===== src/rtl/serdes_link_ctrl.sv =====
// Link-layer controller for an 8-bit SerDes pair: TX slot scheduler with SYNC/IDLE framing, RX frame aligner.
// Optional near-end loopback input lpbk is compiled in when SERDES_CTRL_LOOPBACK_EN is defined.
module serdes_link_ctrl #(
  parameter int                WIDTH     = 8,
  parameter int                LOG_WIDTH = 3,
  parameter logic [WIDTH-1:0]  SYNC_WORD = 8'hBC,
  parameter logic [WIDTH-1:0]  IDLE_WORD = 8'h3C,
  parameter int                FRAME_LEN = 16,
  parameter int                LOCK_CNT  = 3,
  parameter int                LOSS_CNT  = 2
) (
  input  logic             clock_in,
  input  logic             reset_n,
`ifdef SERDES_CTRL_LOOPBACK_EN
  input  logic             lpbk,
`endif
  input  logic [WIDTH-1:0] s_data,
  input  logic             s_valid,
  output logic             s_ready,
  output logic [WIDTH-1:0] ser_data,
  output logic             ser_load,
  input  logic [WIDTH-1:0] de_data,
  input  logic             de_valid,
  output logic [WIDTH-1:0] m_data,
  output logic             m_valid,
  output logic             link_locked,
  output logic [7:0]       err_count
);

  typedef enum logic {T_SYNC, T_DATA} txState_e;
  typedef enum logic [1:0] {R_HUNT, R_VERIFY, R_LOCKED} rxState_e;

  localparam logic [LOG_WIDTH-1:0] CntLast  = LOG_WIDTH'(WIDTH - 1);
  localparam logic [7:0]           SlotLast = 8'(FRAME_LEN - 1);
  localparam logic [7:0]           PosSync  = 8'(FRAME_LEN);
  localparam logic [7:0]           LockGood = 8'(LOCK_CNT);
  localparam logic [7:0]           LossMiss = 8'(LOSS_CNT);

  logic [LOG_WIDTH-1:0] bitCnt_q, bitCnt_d;
  txState_e             txState_q, txState_d;
  logic [7:0]           slotIdx_q, slotIdx_d;
  logic [WIDTH-1:0]     serData_q, serData_d;
  logic                 serLoad_q, serLoad_d;

  rxState_e             rxState_q, rxState_d;
  logic [7:0]           rxPos_q, rxPos_d;
  logic [7:0]           goodCnt_q, goodCnt_d;
  logic [7:0]           missCnt_q, missCnt_d;
  logic [7:0]           errCnt_q, errCnt_d;
  logic [WIDTH-1:0]     mData_q, mData_d;
  logic                 mValid_q, mValid_d;

  logic                 slotBoundary;
  logic                 xfer;
  logic [WIDTH-1:0]     rxData;
  logic                 rxValid;
  logic                 atSyncSlot;
  logic                 isSync;

  assign slotBoundary = (bitCnt_q == CntLast);
  assign xfer         = s_valid && s_ready;

`ifdef SERDES_CTRL_LOOPBACK_EN
  assign rxData  = lpbk ? serData_q : de_data;
  assign rxValid = lpbk ? serLoad_q : de_valid;
`else
  assign rxData  = de_data;
  assign rxValid = de_valid;
`endif

  assign atSyncSlot = (rxPos_q == PosSync);
  assign isSync     = (rxData == SYNC_WORD);

  always_ff @(posedge clock_in or negedge reset_n) begin
    if (!reset_n) begin
      bitCnt_q  <= '0;
      txState_q <= T_SYNC;
      slotIdx_q <= '0;
      serData_q <= '0;
      serLoad_q <= 1'b0;
      rxState_q <= R_HUNT;
      rxPos_q   <= '0;
      goodCnt_q <= '0;
      missCnt_q <= '0;
      errCnt_q  <= '0;
      mData_q   <= '0;
      mValid_q  <= 1'b0;
    end else begin
      bitCnt_q  <= bitCnt_d;
      txState_q <= txState_d;
      slotIdx_q <= slotIdx_d;
      serData_q <= serData_d;
      serLoad_q <= serLoad_d;
      rxState_q <= rxState_d;
      rxPos_q   <= rxPos_d;
      goodCnt_q <= goodCnt_d;
      missCnt_q <= missCnt_d;
      errCnt_q  <= errCnt_d;
      mData_q   <= mData_d;
      mValid_q  <= mValid_d;
    end
  end

  // TX: one word is committed to the serializer at every slot boundary.
  always_comb begin
    bitCnt_d  = slotBoundary ? '0 : bitCnt_q + 1'b1;
    txState_d = txState_q;
    slotIdx_d = slotIdx_q;
    serData_d = serData_q;
    serLoad_d = slotBoundary;
    if (slotBoundary) begin
      case (txState_q)
        T_SYNC: begin
          serData_d = SYNC_WORD;
          slotIdx_d = '0;
          txState_d = T_DATA;
        end
        T_DATA: begin
          serData_d = xfer ? s_data : IDLE_WORD;
          slotIdx_d = slotIdx_q + 8'd1;
          if (slotIdx_q == SlotLast) begin
            txState_d = T_SYNC;
          end
        end
        default: txState_d = T_SYNC;
      endcase
    end
  end

  // RX: rxPos counts words since the last expected SYNC slot; in lock it acts as a flywheel.
  always_comb begin
    rxState_d = rxState_q;
    rxPos_d   = rxPos_q;
    goodCnt_d = goodCnt_q;
    missCnt_d = missCnt_q;
    errCnt_d  = errCnt_q;
    mData_d   = mData_q;
    mValid_d  = 1'b0;
    if (rxValid) begin
      case (rxState_q)
        R_HUNT: begin
          if (isSync) begin
            rxState_d = R_VERIFY;
            goodCnt_d = 8'd1;
            rxPos_d   = '0;
          end
        end
        R_VERIFY: begin
          if (atSyncSlot) begin
            rxPos_d = '0;
            if (isSync) begin
              goodCnt_d = goodCnt_q + 8'd1;
              if (goodCnt_q + 8'd1 == LockGood) begin
                rxState_d = R_LOCKED;
                missCnt_d = '0;
              end
            end else begin
              rxState_d = R_HUNT;
              goodCnt_d = '0;
            end
          end else begin
            rxPos_d = rxPos_q + 8'd1;
          end
        end
        R_LOCKED: begin
          if (atSyncSlot) begin
            rxPos_d = '0;
            if (isSync) begin
              missCnt_d = '0;
            end else begin
              missCnt_d = missCnt_q + 8'd1;
              if (errCnt_q != 8'hFF) begin
                errCnt_d = errCnt_q + 8'd1;
              end
              if (missCnt_q + 8'd1 == LossMiss) begin
                rxState_d = R_HUNT;
                goodCnt_d = '0;
                missCnt_d = '0;
              end
            end
          end else begin
            rxPos_d = rxPos_q + 8'd1;
            if (rxData != IDLE_WORD) begin
              mData_d  = rxData;
              mValid_d = 1'b1;
            end
          end
        end
        default: rxState_d = R_HUNT;
      endcase
    end
  end

  always_comb begin
    s_ready     = slotBoundary && (txState_q == T_DATA);
    link_locked = (rxState_q == R_LOCKED);
    ser_data    = serData_q;
    ser_load    = serLoad_q;
    m_data      = mData_q;
    m_valid     = mValid_q;
    err_count   = errCnt_q;
  end

endmodule


===== config.mk =====
export PLATFORM = sky130hd
export DESIGN_NAME = serdes_link_ctrl
export DESIGN_NICKNAME = d
export VERILOG_FILES = /design/src/rtl/serdes_link_ctrl.sv
export SDC_FILE = /design/constraint.sdc
export NUM_CORES = 1
export LEC_CHECK = 0
export BUFFER_PORTS_ARGS = -buffer_cell sky130_fd_sc_hd__buf_4
export CELL_PAD_IN_SITES_DETAIL_PLACEMENT = 2
export CELL_PAD_IN_SITES_GLOBAL_PLACEMENT = 2
export CORE_UTILIZATION = 25
export CTS_BUF_LIST = sky130_fd_sc_hd__clkbuf_8
export DETAILED_ROUTE_END_ITERATION = 12
export PLACE_DENSITY_LB_ADDON = 0.1
export SLEW_MARGIN = 10
export SYNTH_ARGS = -nofsm -noshare
export SYNTH_HDL_FRONTEND = slang
export SYNTH_SLANG_ARGS = --single-unit

===== constraint.sdc =====
create_clock -name clock_in -period 6.5 [get_ports clock_in]
set_clock_uncertainty 0.2 [all_clocks]
set_input_delay 0.65 -clock clock_in [delete_from_list [all_inputs] [get_ports clock_in]]
set_output_delay 0.65 -clock clock_in [all_outputs]
set_load 0.05 [all_outputs]

# ---- After elaboration in Yosys (flattened, before gate mapping)
# Index checks and enable logic that the tools add are counted.
dict set report classes {
  muxes 35
  n_reduce_logical 13
  n_addsub 6
  n_eq_ne 18
  bitwise 3
}
# op count
set ops {}
lappend ops {{2-to-1 mux 8 bit} 15}
lappend ops {{one-hot mux 8 bit (2 select lines)} 4}
lappend ops {{adder 8 x 1 -> 8 bit, second input constant} 5}
lappend ops {{one-hot mux 8 bit (3 select lines)} 1}
lappend ops {{== test 8 x 2 -> 1 bit, second input constant} 2}
lappend ops {{2-to-1 mux 2 bit} 7}
lappend ops {{AND reduction 7 bit} 2}
lappend ops {{inequality test 2 bit, second input constant} 5}
lappend ops {{== test 8 x 4 -> 1 bit, second input constant} 1}
lappend ops {{== test 8 x 5 -> 1 bit, second input constant} 1}
lappend ops {{== test 8 bit, second input constant} 1}
lappend ops {{inequality test 8 x 6 -> 1 bit, second input constant} 1}
lappend ops {{inequality test 8 bit, second input constant} 1}
lappend ops {{one-hot mux 2 bit (3 select lines)} 1}
lappend ops {{AND reduction 6 bit} 1}
lappend ops {{2-to-1 mux 1 bit} 5}
lappend ops {{AND reduction 5 bit} 1}
lappend ops {{inequality test 2 x 1 -> 1 bit, second input constant} 2}
lappend ops {{AND reduction 4 bit} 1}
lappend ops {{nonzero test 2 bit} 2}
lappend ops {{adder 3 x 1 -> 3 bit, second input constant} 1}
lappend ops {{== test 3 bit, second input constant} 1}
lappend ops {{2-to-1 mux 3 bit} 1}
lappend ops {{inequality test 3 bit, second input constant} 1}
lappend ops {{9 further kinds} 12}
dict set report totals {
  word_cells 87
  inputBits 20
  out_inout_bits 28
  regBits 64
}

# ---- Logic depth before layout (Yosys ltp)
dict set report logic_depth {
  word_depth 6
  ltp_mapped 10
  ltp_nobuf 8
}

# ---- Least setup slack after synthesis
# Ideal clock, no wire load.
dict set report synth_path {
  path_type {register to register}
  start {register rxState_q[0]}
  end {register errCnt_q[7], in the netlist err_count[7]}
  setup_time_ps 141
  synth_period_minus_slack_ps 2691
  slack_ps 3809
  arrival_ps 2350
  t_required_ps 6159
  path_stages_with_launch 10
  n_path_buf 1
  cell_sequence {dfrtp_1 > inv_1 > ha_1 > clkbuf_1 > inv_1 > a31o_2 > nor3_2 > and3_1 > nand4_1 > xnor2_1}
}
dict set report synth_between {
  elab_chain_len 2
}
# item line_no
set synth_lines {}
lappend synth_lines {{start, declared} 45} ;# rxState_e rxState_q, rxState_d;
lappend synth_lines {{start signal, assigned} 94} ;# rxState_q <= rxState_d;
lappend synth_lines {{== test 2 bit} n/a}
lappend synth_lines {{named net link_locked} 26} ;# output logic link_locked,
lappend synth_lines {{AND reduction 5 bit (no line)} n/a}
lappend synth_lines {{end signal, assigned} 98} ;# errCnt_q <= errCnt_d;
lappend synth_lines {{end, declared} 49} ;# logic [7:0] errCnt_q, errCnt_d;
# The timed path passes the listed nets, and every way through them passes these cells.
# A chain may end at the register's enable or synchronous reset.

# ---- Final worst setup path
dict set report layout_path {
  start {register bitCnt_q[0]}
  end {output s_ready}
}
dict set report layout_between {
  elab_chain_len 2
}
# item line_no
set layout_lines {}
lappend layout_lines {{start, declared} 39} ;# logic [LOG_WIDTH-1:0] bitCnt_q, bitCnt_d;
lappend layout_lines {{start signal, assigned} 89} ;# bitCnt_q <= bitCnt_d;
lappend layout_lines {{== test 3 bit} 60} ;# assign slotBoundary = (bitCnt_q == CntLast);
lappend layout_lines {{named net serLoad_d} 43} ;# logic serLoad_q, serLoad_d;
lappend layout_lines {{logical AND 1 bit} 195} ;# s_ready = slotBoundary && (txState_q == T_DATA);
lappend layout_lines {{end, declared} 19} ;# output logic s_ready,
# The timed path passes the listed nets, and every way through them passes these cells.

==> metrics.md <==
| Metric | Value |
|---|---|
| Slowest-stage cell, CP | dfrtp_1 |
| Rel. slew slack | 0.414 |
| Max_cap viols | 0 |
| Area of the multi-input gates | ~1700 um^2 |
| Total power | between 0.001 and 0.0015 W |
| CTS buffer count | 9 |
| Post-DR wirelength/cell | 16.1 um |
| First-pass GRT wire length | 16.4 mm |
| Drt pass-1 iters | 4 |
| Layout net count | around 440 |
| Commonest cells post-synth | dfrtp_1 (64), nand2_1 (43), nor2_1 (30) |
| Fraction of registers with async set/reset | 1.00 |
| PortBufs | 47 |
| CTS Hold Bufs | 0 |
| Max VDD drop | 178 uV |
| DRT Wirelength | 9.44 mm |
| Pwr Density | 301 nW/um^2 |
| Clock buffer depth | 2 |
| Setup crit start kind | flip-flop |
| FF-to-FF path depth | 7 |
| Fraction of layout cells with a size suffix above 1 | 0.170 |
| Number of remaining DRC errors | 0 |
| Row count | 42 |
| Largest net degree at the start of global routing | 65 |
| Fill count | 1,489 |
| Core Util, Final | 0.313 |
| RSZ-0062 raised after global routing | false |
| Pleak | 1.86 nW |
| Vias in the first global route | approximately 3,200 |
| Die H | between 100 and 150 um |
| Worst EP arrival | 1.97 ns |
| Core Area | approximately 13,000 um^2 |
| Synthesis Warnings | 0 |
| Worst Path Max Fanout | 30 |
| Slowest stage delay, CP | 0.40 ns |
| Top cell type's share of synthesized area | 0.470 |
| Mapped Area | 3410 um^2 |
| DRT iter0 DRCs | 60 |
| Leading post-synthesis cells by cell area | dfrtp_1 (47%), ha_1 (4.8%), nand2_1 (4.7%) |
| FF+latch count, synth | between 60 and 70 |
| Insertion delay of the later-clocked pin in the worst-skew pair | 0.36 ns |
| P_int | 0.000800 W |
| Register area | 1600 um^2 |
| Yosys cell types | 52 |
| Slew @ Worst Pin | 0.879 ns |
| Clk pin slew, worst setup/hold paths | 0.08 ns |
| Crit share post-route | 0.433 |
| Cells after Synth | between 300 and 400 |
| Avg Inst Size Synth | ~9.4 um^2 |
| GRT overflow | 0 |
| Crit Path Category | flip-flop to output port |
| Routed Antenna Nets | 0 |
| Seq/Total Area, Yosys | 0.470 |
| Root Driver | clkbuf_8 |
| All-Layer GR Usage | 0.149 |
| Fmax | between 300 and 400 MHz |
| Outcome | complete, no violations |
| Area Growth Syn to Fin | 21.8% |
| Final hold violations | 0 |
| Sw Share | 0.361 |
| HP Class | primary input to asynchronous set/reset pin |
| IO Pins | 48 |
| RePlAce Congestion | 0.682 |
| Final Max Slew Viols | 0 |
| CTS Sinks | 64 |
| Most frequent cell after synthesis | dfrtp_1 |
| Cell Chain, Critical Path | ha_1 -> ha_1 -> buf_4 -> nand2_1 -> inv_1 -> buf_4 |
| Share of power burned in the clock network | 0.319 |
| # Post-CTS Setup Buffers | 0 |
| TritonCTS clock tree | yes |
| Max H-tree Level | 3 |
| CP required | approximately 5.7 ns |
| Resized cells post-CTS | 0 |
| Initial Utilization | 0.257 |
| Synthesized Nets | 396 |
| Final setup viols | 0 |
| Die X | 119 um |
| Antenna cells | 0 |
| Number of antenna violations at the first check in global routing | 0 |
| Ys flop type | dfrtp_1 |
| Synth area leader | dfrtp_1 |
| Comb power frac | 0.286 |
| Post-route minimum period | around 2.8 ns |
| DP Wirelength | between 6 and 7 mm |
| Vias per inst | 4.91 |
| Total number of vias | 2,883 |
| Net Sw Power | 0.000451 W |
| Crit. End Element | output port |
| Sequential power share | 0.395 |
| Post-synth EDFFs | 0 |
| Setup TNS Final | 0 ns |
| Full die area | 14,100 um^2 |
-- critical path, delay by kind of cell (launching register included) --
family,cells,cell delay [ns]
buffers and inverters,3,0.53
adders and majority gates,2,0.38
and+or+nand+nor,1,0.30
DFF,1,0.40
-- path summary, 6_finish.rpt --
kind / start / end / slack (ns)
min in group clock_in: bitCnt_q[0] / bitCnt_q[0] / 0.25
hold / removal: reset_n / missCnt_q[3] / 0.21
setup / recovery: bitCnt_q[0] / s_ready / 3.68
max in group asynchronous: reset_n / rxPos_q[3] / 5.33
setup reg to reg: missCnt_q[0] / goodCnt_q[1] / 3.69
hold reg to reg: bitCnt_q[0] / bitCnt_q[0] / 0.25
-- flip-flops by register name, indices dropped and copies added (netlist names), 2 cells and up --
register and cells:
ser_data 8, rxState_q 2, m_data 8, missCnt_q 8, err_count 8, goodCnt_q 8
slotIdx_q 8, bitCnt_q 3, rxPos_q 8
-- logic make-up after synthesis --
group                    share of synthesized area
multiplexers                                0.0356
buffers and inverters                       0.0381
flip-flops                                   0.470
XOR/XNOR                                    0.0282
AND/OR/NAND/NOR                              0.216
adder cells (fa/ha/maj)                     0.0477
AO/OA/AOI/OAI                                0.165
-- power by group through the flow --
stage / sequential, W / clock, W / combinational (W)
after floorplan: 0.000591 / 0 / 0.000149
after global placement: 0.000502 / 0 / 0.000358
after detailed placement: 0.000502 / 0 / 0.000360
after CTS: 0.000497 / 0.000417 / 0.000363
after global routing: 0.000507 / 0.000429 / 0.000393
final: 0.000495 / 0.000399 / 0.000357
-- final cells by class --
class                   instances  share of cell area
clock buffers                  10              0.0331
repair buffers                 48              0.0867
inverters                      17              0.0154
multi-input cells             266               0.404
clock inverters                 6              0.0223
well taps                     176              0.0530
flip-flops and latches         64               0.385
-- per-stage QoR --
step	instance area [um^2]	instances	setup slack (ns)	hold WS [ns]
2_1_floorplan	3410	363	3.81	0.154
3_3_place_gp	3930	571	3.61	0.222
3_5_place_dp	3930	571	3.61	0.241
4_1_cts	4160	587	3.64	0.237
5_1_grt	4160	587	3.47	0.272
6_report	4160	587	3.68	0.214
-- per-layer routing --
layer	wire length, um	GRT usage
met1	4580	0.192
met2	4200	0.230
met3	511	0.0473
met4	146	0.0570
met5	0	0
-- placed cells by master, fill, tap and decap left out, types with 3 or more instances in the layout --
master    count
nand2b_1      8
a211o_1       4
o31ai_1       6
nor2_1       30
buf_4        48
a21oi_1      13
ha_1         13
a31oi_1       9
inv_1        17
o22ai_1       7
o21a_1        3
nand2_1      43
nand4_1       8
nand3_1      19
xnor2_1      10
or4_1         3
o22a_1        5
clkbuf_8     10
o21ai_0      22
dfrtp_1      64
nor3_1        4
and3_1       15
mux2_1        8
Note: power is estimated with default switching activity, not from simulation.
